--- config.mk ---
export PLATFORM = sky130hd
export DESIGN_NAME = prefetch_writer
export DESIGN_NICKNAME = d
export VERILOG_FILES = /design/src/rtl/prefetch_writer.sv
export SDC_FILE = /design/constraint.sdc
export NUM_CORES = 1
export LEC_CHECK = 0
export ABC_AREA = 1
export BUFFER_PORTS_ARGS = -buffer_cell sky130_fd_sc_hd__buf_2
export CAP_MARGIN = 15
export CORE_UTILIZATION = 55
export CTS_CLUSTER_DIAMETER = 60
export DETAILED_ROUTE_END_ITERATION = 7
export PLACE_DENSITY = 0.82
export SYNTH_ARGS = -nofsm -noshare
export SYNTH_HDL_FRONTEND = slang
export SYNTH_SLANG_ARGS = --single-unit
--- constraint.sdc ---
create_clock -name clk -period 4.64 [get_ports clk]
set_input_delay 0.232 -clock clk [delete_from_list [all_inputs] [get_ports clk]]
set_output_delay 0.232 -clock clk [all_outputs]
set_load 0.1 [all_outputs]
--- src/rtl/prefetch_writer.sv ---
// prefetch_writer: producer side of the prefetch queue.
// Fetches aligned 32-bit code words starting at a loaded linear address,
// trims each word to the bytes still inside the segment limit and pushes
// {len[3:0], data[31:0]} entries into the prefetch FIFO. The stream ends
// with a single limit-fault or page-fault entry.
// Optional build macro PREFETCH_WRITER_STATS_EN adds stat_words/stat_stall.
module prefetch_writer #(
  parameter int unsigned STOP_LEVEL = 15
) (
  input  logic        clk,
  input  logic        rst,
  input  logic        pr_reset,
  input  logic        prefetch_load,
  input  logic [31:0] prefetch_address,
  input  logic [31:0] prefetch_limit,
  output logic        prefetchread_do,
  output logic [31:0] prefetchread_address,
  input  logic        prefetchread_accept,
  input  logic        prefetchread_done,
  input  logic [31:0] prefetchread_data,
  input  logic        prefetchread_pf,
  input  logic [4:0]  prefetchfifo_used,
  output logic        prefetchfifo_write_do,
  output logic [35:0] prefetchfifo_write_data,
  output logic        prefetchfifo_signal_limit_do,
  output logic        prefetchfifo_signal_pf_do
`ifdef PREFETCH_WRITER_STATS_EN
  ,
  output logic [31:0] stat_words,
  output logic [31:0] stat_stall
`endif
);

  typedef enum logic [2:0] {
    S_IDLE,
    S_CHECK,
    S_ISSUE,
    S_WAIT,
    S_STOPPED
  } state_t;

  localparam logic [4:0] StopLevel = 5'(STOP_LEVEL);

  state_t      state_q, state_d;
  logic [31:0] addr_q, addr_d;
  logic [31:0] remaining_q, remaining_d;
  logic        discard_q, discard_d;
  logic        write_do_q, write_do_d;
  logic [35:0] write_data_q, write_data_d;
  logic        limit_do_q, limit_do_d;
  logic        pf_do_q, pf_do_d;

  logic [1:0]  off;
  logic [2:0]  avail;
  logic [2:0]  len;
  logic [31:0] shifted;
  logic [31:0] masked;
  logic        outstanding;
  logic        throttled;

  assign throttled = (prefetchfifo_used >= StopLevel);

  // A read is in flight if we are waiting for a response that has not come
  // yet, or the memory is taking our request in this very cycle.
  assign outstanding = ((state_q == S_WAIT) && !prefetchread_done) ||
                       ((state_q == S_ISSUE) && prefetchread_accept);

  // Trim the returned word: shift the first wanted byte down to byte 0 and
  // zero every byte beyond the in-range length.
  always_comb begin
    off     = addr_q[1:0];
    avail   = 3'd4 - {1'b0, off};
    len     = (remaining_q < {29'd0, avail}) ? remaining_q[2:0] : avail;
    shifted = prefetchread_data >> {off, 3'b000};
    masked  = '0;
    for (int i = 0; i < 4; i++) begin
      if (3'(i) < len) begin
        masked[8*i +: 8] = shifted[8*i +: 8];
      end
    end
  end

  // Next-state logic; load and flush override whatever the FSM would do,
  // and load beats flush when both arrive together.
  always_comb begin
    state_d      = state_q;
    addr_d       = addr_q;
    remaining_d  = remaining_q;
    discard_d    = discard_q;
    write_do_d   = 1'b0;
    write_data_d = write_data_q;
    limit_do_d   = 1'b0;
    pf_do_d      = 1'b0;

    if (prefetchread_done && discard_q) begin
      discard_d = 1'b0;
    end

    unique case (state_q)
      S_IDLE: begin
      end
      S_CHECK: begin
        if (remaining_q == 32'd0) begin
          limit_do_d = 1'b1;
          state_d    = S_STOPPED;
        end else if (!throttled && !discard_q) begin
          state_d = S_ISSUE;
        end
      end
      S_ISSUE: begin
        if (prefetchread_accept) begin
          state_d = S_WAIT;
        end
      end
      S_WAIT: begin
        if (prefetchread_done && !discard_q) begin
          if (prefetchread_pf) begin
            pf_do_d = 1'b1;
            state_d = S_STOPPED;
          end else begin
            write_do_d   = 1'b1;
            write_data_d = {1'b0, len, masked};
            addr_d       = addr_q + {29'd0, len};
            remaining_d  = remaining_q - {29'd0, len};
            state_d      = S_CHECK;
          end
        end
      end
      S_STOPPED: begin
      end
      default: begin
        state_d = S_IDLE;
      end
    endcase

    if (prefetch_load) begin
      state_d     = S_CHECK;
      addr_d      = prefetch_address;
      remaining_d = prefetch_limit;
      write_do_d  = 1'b0;
      limit_do_d  = 1'b0;
      pf_do_d     = 1'b0;
      if (outstanding) begin
        discard_d = 1'b1;
      end
    end else if (pr_reset) begin
      state_d    = S_IDLE;
      write_do_d = 1'b0;
      limit_do_d = 1'b0;
      pf_do_d    = 1'b0;
      if (outstanding) begin
        discard_d = 1'b1;
      end
    end
  end

  // State, address tracking and registered FIFO strobes.
  always_ff @(posedge clk or posedge rst) begin
    if (rst) begin
      state_q      <= S_IDLE;
      addr_q       <= '0;
      remaining_q  <= '0;
      discard_q    <= 1'b0;
      write_do_q   <= 1'b0;
      write_data_q <= '0;
      limit_do_q   <= 1'b0;
      pf_do_q      <= 1'b0;
    end else begin
      state_q      <= state_d;
      addr_q       <= addr_d;
      remaining_q  <= remaining_d;
      discard_q    <= discard_d;
      write_do_q   <= write_do_d;
      write_data_q <= write_data_d;
      limit_do_q   <= limit_do_d;
      pf_do_q      <= pf_do_d;
    end
  end

  assign prefetchread_do              = (state_q == S_ISSUE);
  assign prefetchread_address         = {addr_q[31:2], 2'b00};
  assign prefetchfifo_write_do        = write_do_q;
  assign prefetchfifo_write_data      = write_data_q;
  assign prefetchfifo_signal_limit_do = limit_do_q;
  assign prefetchfifo_signal_pf_do    = pf_do_q;

`ifdef PREFETCH_WRITER_STATS_EN
  logic [31:0] stat_words_q;
  logic [31:0] stat_stall_q;

  // Saturating counters of pushed data entries and FIFO-throttled CHECK cycles.
  always_ff @(posedge clk or posedge rst) begin
    if (rst) begin
      stat_words_q <= '0;
      stat_stall_q <= '0;
    end else begin
      if (write_do_d && (stat_words_q != 32'hFFFF_FFFF)) begin
        stat_words_q <= stat_words_q + 32'd1;
      end
      if ((state_q == S_CHECK) && (remaining_q != 32'd0) && throttled &&
          (stat_stall_q != 32'hFFFF_FFFF)) begin
        stat_stall_q <= stat_stall_q + 32'd1;
      end
    end
  end

  assign stat_words = stat_words_q;
  assign stat_stall = stat_stall_q;
`endif

endmodule

==> results_dict.tcl, run 1 <==
set metrics [dict create \
    synthTopCellsByCount "347 x nand2_1, 108 x nor2_1, 106 x dfrtp_1, 100 x inv_1, 83 x nand3_1" \
    cp-end-kind "register" \
    initial_utilization_pct 56.89 \
    diodes 0 \
    start_kind "register" \
    grt_pass1_vias 6418 \
    routedWlPerCell_um 14.12 \
    grt_pass1_wl_um 30680 \
    final_core_utilization_pct 65.41 \
    postLayoutCellArea_mm2 0.008322 \
    htree_levels 3 \
    relSlewSlack_pct 37.47 \
    critPathMaxFanout 16 \
    tightest_slew_ps 936.9 \
    multiInputGateArea_mm2 0.003776 \
    die_y_um 116.7 \
    r2r_start "addr_q[1]$_DFFE_PP0P_" \
    via_per_inst 5.264 \
    synth_edf_count 0 \
    ios 180 \
    clkLatencyLatePin_ps 360 \
    fin_nets 1312 \
    finalHoldViolCount 0 \
    critPathArrivalTime_ps 3880 \
    yosys_warnings 0 \
    fmax_mhz 275.5 \
    swShare_pct 42.58 \
    yosysTopAreaCell "dfrtp_1" \
    max_stage_delay_ps 380 \
    syn_area_mm2 0.007238 \
    powerDensity_mw_per_mm2 343.2 \
    grt_overflow 0 \
    yosysMostFrequentCell "nand2_1" \
    regArea_mm2 0.002653 \
    holdBufCountCts 0 \
    status "completed" \
    core_mm2 0.01272 \
    comb_power_share_pct 35.0 \
    total_power_uw 2856 \
    period_share_pct 78.22 \
    vias 7211 \
    grt_max_degree 69 \
    slew_viol_final 0 \
    cts_buffers 9 \
    power.internal_uw 1640 \
    setup_slack_ps 1011 \
    tritoncts "yes" \
    syn_inst 1062 \
    crit_start "addr_q[1]$_DFFE_PP0P_" \
    area_growth_pct 14.97 \
    ir_worst_vdd_mv 0.2306 \
    dp_hpwl_um 14270 \
    post-route-drc-count 0 \
    num_rows 41 \
    wl_um 19340 \
    synth_ff_type "dfrtp_1" \
    path_clk_slew_ps 70 \
    p_clk_share_pct 26.7 \
    post_cts_buffers 0 \
    synth_area_leaders "dfrtp_1 37%, nand2_1 18%, nand3_1 5.7%, nor2_1 5.6%, inv_1 5.2%" \
    cts_buffer_depth 2 \
    yosys.area.top_type_share_pct 36.65 \
    dpl_worst_slack_ps 1051 \
    die_w_um 116.7 \
    synth-seq-cells 106 \
    hold_class "primary input to asynchronous set/reset pin" \
    final.fill_count 1199 \
    root_buffer "clkbuf_16" \
    drtAntennaViolNets 0 \
    die_area_mm2 0.01362 \
    setup_viol 0 \
    grt_use_total_pct 29.16 \
    min_period_ps 3629 \
    firstDrtPassIters 5 \
    p_switching_uw 1216 \
    cts_resized 0 \
    setup_tns_ps 0 \
    finClkSkew_ps 7.287 \
    cts.sink_count 106 \
    p_leak_uw 0.004339 \
    routabilityCongestion 0.9169 \
    dpl_cell_area_mm2 0.008008 \
    crit_type "register to register" \
    drive_gt1_share_pct 19.45 \
    io_buffers 176 \
    rsz0062_at_grt "no" \
    antenna_found_initial 0 \
    slowest_stage "fa_1" \
    crit_required_ps 4890 \
    synth.distinct_cells 42 \
    path_common_cell "inv_1" \
    drv_cap 0 \
    synth-seq-area-share_pct 36.65 \
    p_seq_share_pct 38.3 \
    avgSynthCellArea_um2 6.816 \
    async_flop_share_pct 100.0 \
    drt_iter0_markers 541 \
]
[layout make-up]
type,instances,share of cell area [%]
repair buffers,186,11.73
well taps,172,2.586
flip-flops and latches,106,31.87
clock inverters,6,0.6916
clock buffers,10,2.751
multi-input cells,780,45.38
inverters,110,4.992
[power by group through the flow]
stage,sequential (uW),combinational (uW),clock [uW]
after global routing,1110,1070,813
after detailed placement,1110,992,0
after CTS,1090,995,776
after global placement,1110,983,0
final,1090,999,763
after floorplan,1340,583,0
[final timing paths]
kind	slack, ps	to	depth (start not counted)
setup reg to reg	1010	remaining_q[26]$_DFFE_PP0P_	25
setup / recovery	1010	remaining_q[26]$_DFFE_PP0P_	25
max in group asynchronous	3610	addr_q[28]$_DFFE_PP0P_	3
min in group clk	70	prefetchfifo_write_do$_DFF_PP0_	2
hold / removal	20	prefetchfifo_write_data[3]$_DFFE_PP0P_	2
hold reg to reg	470	prefetchfifo_write_data[10]$_DFFE_PP0P_	2
[metrics by stage]
step	hold slack [ps]	instances
floorplan	302.8	1064
global placement	434.9	1353
detailed placement	439.1	1353
CTS	53.97	1369
global route	51.76	1370
finish	20.79	1370
[sequential cells by signal, summed over array words and instances (netlist names)]
signal / cells
remaining_q: 32
prefetchfifo_write_do: 1
prefetchfifo_signal_pf_do: 1
prefetchfifo_write_data: 35
addr_q: 32
state_q: 3
discard_q: 1
prefetchfifo_signal_limit_do: 1
[critical path, delay by kind of cell (launching register included)]
family                   cells  cell delay [ps]
buffers and inverters        7              660
flip-flops                   1              370
adder cells (fa/ha/maj)      4              900
AND/OR/NAND/NOR             14             1590
[kinds of logic (layout without fill, tap and decap cells)]
group,count (synthesis),count (layout),synth area share [%]
flip-flops,106,106,36.65
buffers and inverters,178,312,11.29
adder cells (fa/ha/maj),11,11,2.109
AND/OR/NAND/NOR,602,602,35.25
AO/OA/AOI/OAI,131,131,10.67
XOR/XNOR,33,33,3.993
other,1,3,0.05181
[routing by layer]
metal	vias up	track usage, %	share of wire (%)
met5	-	0	0
met1	3276	40.96	46
met3	35	5.138	5.8
met2	256	45.88	46
li1	3644	-	-
met4	0	9.030	2.0
[layout by cell type, fill, tap and decap left out, types with 10 or more instances in the layout]
cell type  synthesis  routed
o21ai_0           47      47
nand2_1          347     347
o211ai_1          20      20
buf_2             11     176
nand3_1           83      83
nor2_1           108     108
xor2_1            28      28
inv_2             10      10
nor3_1            24      24
inv_1            100      99
a21oi_1           30      30
dfrtp_1          106     106
nand4_1           14      14
Note: power is estimated with default switching activity, not from simulation.
==> run 2, diff against run 1 <==
ABC_AREA = 0   (was 1)
CORE_UTILIZATION = 48   (was 55)
PLACE_DENSITY = 0.77   (was 0.82)
clock period = 3.27 ns   (was 4.64 ns; I/O delays follow)
==> results_dict.tcl, run 2 <==
set metrics [dict create \
    grt_max_degree 108 \
    min_period_ps 3935 \
    worst-r2r-cell-count 14 \
    yosysMostFrequentCell "dfrtp_1" \
    avgSynthCellArea_um2 8.805 \
    final_core_utilization_pct 67.57 \
    slowest_stage "or4b_4" \
    grt_overflow 0 \
    grt_use_total_pct 26.33 \
    dpl_worst_slack_ps -778.0 \
    r2r_start "remaining_q[31]$_DFFE_PP0P_" \
    finalHoldViolCount 0 \
    p_leak_uw 0.004100 \
    holdPathEnd "addr_q[19]$_DFFE_PP0P_" \
    post-route-drc-count 0 \
    synth_edf_count 0 \
    path_clk_slew_ps 70 \
    htree_levels 3 \
    vias 6061 \
    setup_tns_ps -29390 \
    synthTopCellsByCount "106 x dfrtp_1, 103 x nand2_1, 75 x o21ai_0, 50 x nor2_1, 40 x xnor2_1" \
    die_w_um 117.0 \
    yosysTopAreaCell "dfrtp_1" \
    area_growth_pct 35.95 \
    die_y_um 117.0 \
    cts_buffers 9 \
    synth-seq-cells 106 \
    fin_nets 1041 \
    rsz0062_at_grt "yes" \
    r2r_end "remaining_q[22]$_DFFE_PP0P_" \
    yosys_warnings 0 \
    routabilityCongestion 0.8412 \
    cts.sink_count 106 \
    via_per_inst 5.520 \
    crit_type "register to register" \
    dp_hpwl_um 12090 \
    tritoncts "yes" \
    antenna_found_initial 0 \
    grt_pass1_wl_um 27640 \
    clkLatencyLatePin_ps 360 \
    min-delay-start "prefetch_address[19]" \
    final_common_cell "buf_2" \
    num_rows 41 \
    critPathArrivalTime_ps 4140 \
    multiInputGateArea_mm2 0.003775 \
    critPathMaxFanout 5 \
    initial_utilization_pct 49.70 \
    drtAntennaViolNets 0 \
    hold_class "primary input to register" \
    crit_chain "or4_4 > or4b_4 > nor4_4 > mux2i_1 > ha_2 > inv_2 > fa_2 > a21oi_4 > nand4_1 > buf_6 > buf_6 > nor4_4 > xnor2_1 > o21ai_1" \
    die_area_mm2 0.01369 \
    wl_um 17630 \
    slew_viol_final 0 \
    synth_ff_type "dfrtp_1" \
    cp_num_buf_inv 3 \
    crit_required_ps 3470 \
    synth.distinct_cells 52 \
    syn_area_mm2 0.006349 \
    final.fill_count 1010 \
    synth_area_leaders "dfrtp_1 42%, nand2_1 6.1%, o21ai_0 5.9%, xnor2_1 5.5%, mux2i_1 4.7%" \
    core_mm2 0.01277 \
    diodes 0 \
    cp-end-kind "register" \
    drive_gt1_share_pct 37.47 \
    io_buffers 176 \
    hold_depth 3 \
    reg2reg_slack_ps -670 \
    yosys.area.top_type_share_pct 41.78 \
    setup_slack_ps -665.1 \
    crit_family "simple AND/OR/NAND/NOR gates" \
    finClkSkew_ps 8.394 \
    regArea_mm2 0.002653 \
    status "finished with violations" \
    synth-seq-area-share_pct 41.78 \
    syn_inst 721 \
    ios 180 \
    drt_iter0_markers 377 \
    max_stage_delay_ps 570 \
    powerDensity_mw_per_mm2 505.5 \
    fmax_mhz 254.1 \
    drv_cap 0 \
    cts_buffer_depth 2 \
    routedWlPerCell_um 16.06 \
    root_buffer "clkbuf_16" \
    period_share_pct 120.3 \
    ir_worst_vdd_mv 0.2550 \
    final_cell_mix "176 x buf_2, 106 x dfrtp_1, 102 x nand2_1" \
    violations "setup timing" \
    setup_viol 61 \
    grt_pass1_vias 5745 \
    firstDrtPassIters 7 \
    largest_register_ff_count 35 \
    start_kind "register" \
    relSlewSlack_pct 36.30 \
    tightest_slew_ps 955.6 \
    async_flop_share_pct 100.0 \
]
-- run 2: cell count changes after synthesis, moves of 16 or more --
cell	change
nor4_1	+20
o211ai_1	-20
mux2i_1	+30
xor2_1	-21
o21ai_0	+28
nor2_1	-58
a22o_1	+16
nand3_1	-61
clkbuf_1	+16
or3_1	+18
nand2_1	-244
xnor2_1	+35
inv_1	-83
-- run 2: logic make-up after synthesis --
kind of cell	synth area share (%)
simple gates	22.90
compound gates	13.58
flops	41.78
buf+inv	7.351
xor+xnor	6.484
mux	5.439
fa+ha+maj	2.404
other cells	0.05907
-- run 2: power by group --
part           total (uW)  internal [uW]  switching (uW)
clock network        1150            667             479
logic                1660            437            1220
registers            1560           1450             107
-- run 2: final cells by class --
class                      count  share of cell area (%)
clock inverter                 3                  0.7538
tap                          172                   2.493
sequential                   106                   30.73
timing repair buffer         262                   18.77
clock buffer                  12                   2.740
multi-input combinational    526                   43.74
inverter                      17                  0.7683
-- run 2: worst min-delay path: stages --
cell,delay [ps]
buf_2,70
nand2_1,40
o21ai_0,50
-- run 2: metal layers --
layer / global-route usage, % / part of all wire [%] / vias up
li1: - / - / 2929
met1: 34.03 / 43 / 2857
met2: 41.74 / 47 / 233
met3: 5.716 / 6.8 / 42
met4: 13.59 / 3.4 / 0
met5: 0 / 0 / -
-- run 2: how the worst max path moves through the flow --
| stage | startpoint | to | cells after the start |
|---|---|---|---|
| final | remaining_q[31]$_DFFE_PP0P_ | remaining_q[22]$_DFFE_PP0P_ | 14 |
| after floorplan | remaining_q[23]$_DFFE_PP0P_ | addr_q[19]$_DFFE_PP0P_ | 12 |
| after CTS | remaining_q[23]$_DFFE_PP0P_ | addr_q[31]$_DFFE_PP0P_ | 13 |
| after global placement | remaining_q[23]$_DFFE_PP0P_ | addr_q[25]$_DFFE_PP0P_ | 13 |
| after global routing | remaining_q[31]$_DFFE_PP0P_ | remaining_q[16]$_DFFE_PP0P_ | 14 |
| after detailed placement | remaining_q[23]$_DFFE_PP0P_ | addr_q[23]$_DFFE_PP0P_ | 13 |
-- run 2: per-stage QoR --
stage          cell area (um^2)  power [uW]  hold WS [ps]  cells
6_report                   8631        4363         11.28   1098
5_1_grt                    8631        4565         25.66   1098
4_1_cts                    8468        4353         1.166   1091
3_5_place_dp               7760        3158         341.5   1063
3_3_place_gp               7760        3137         338.4   1063
2_1_floorplan              6594        2830         236.2    723
-- run 2: timing repair --
action	CTS	global route
endpoints found under the hold margin	56	0
gates resized for setup	55	23
pin swaps	20	19
endpoints found under the setup margin	61	62
buffers inserted	13	9
hold buffers	1	0
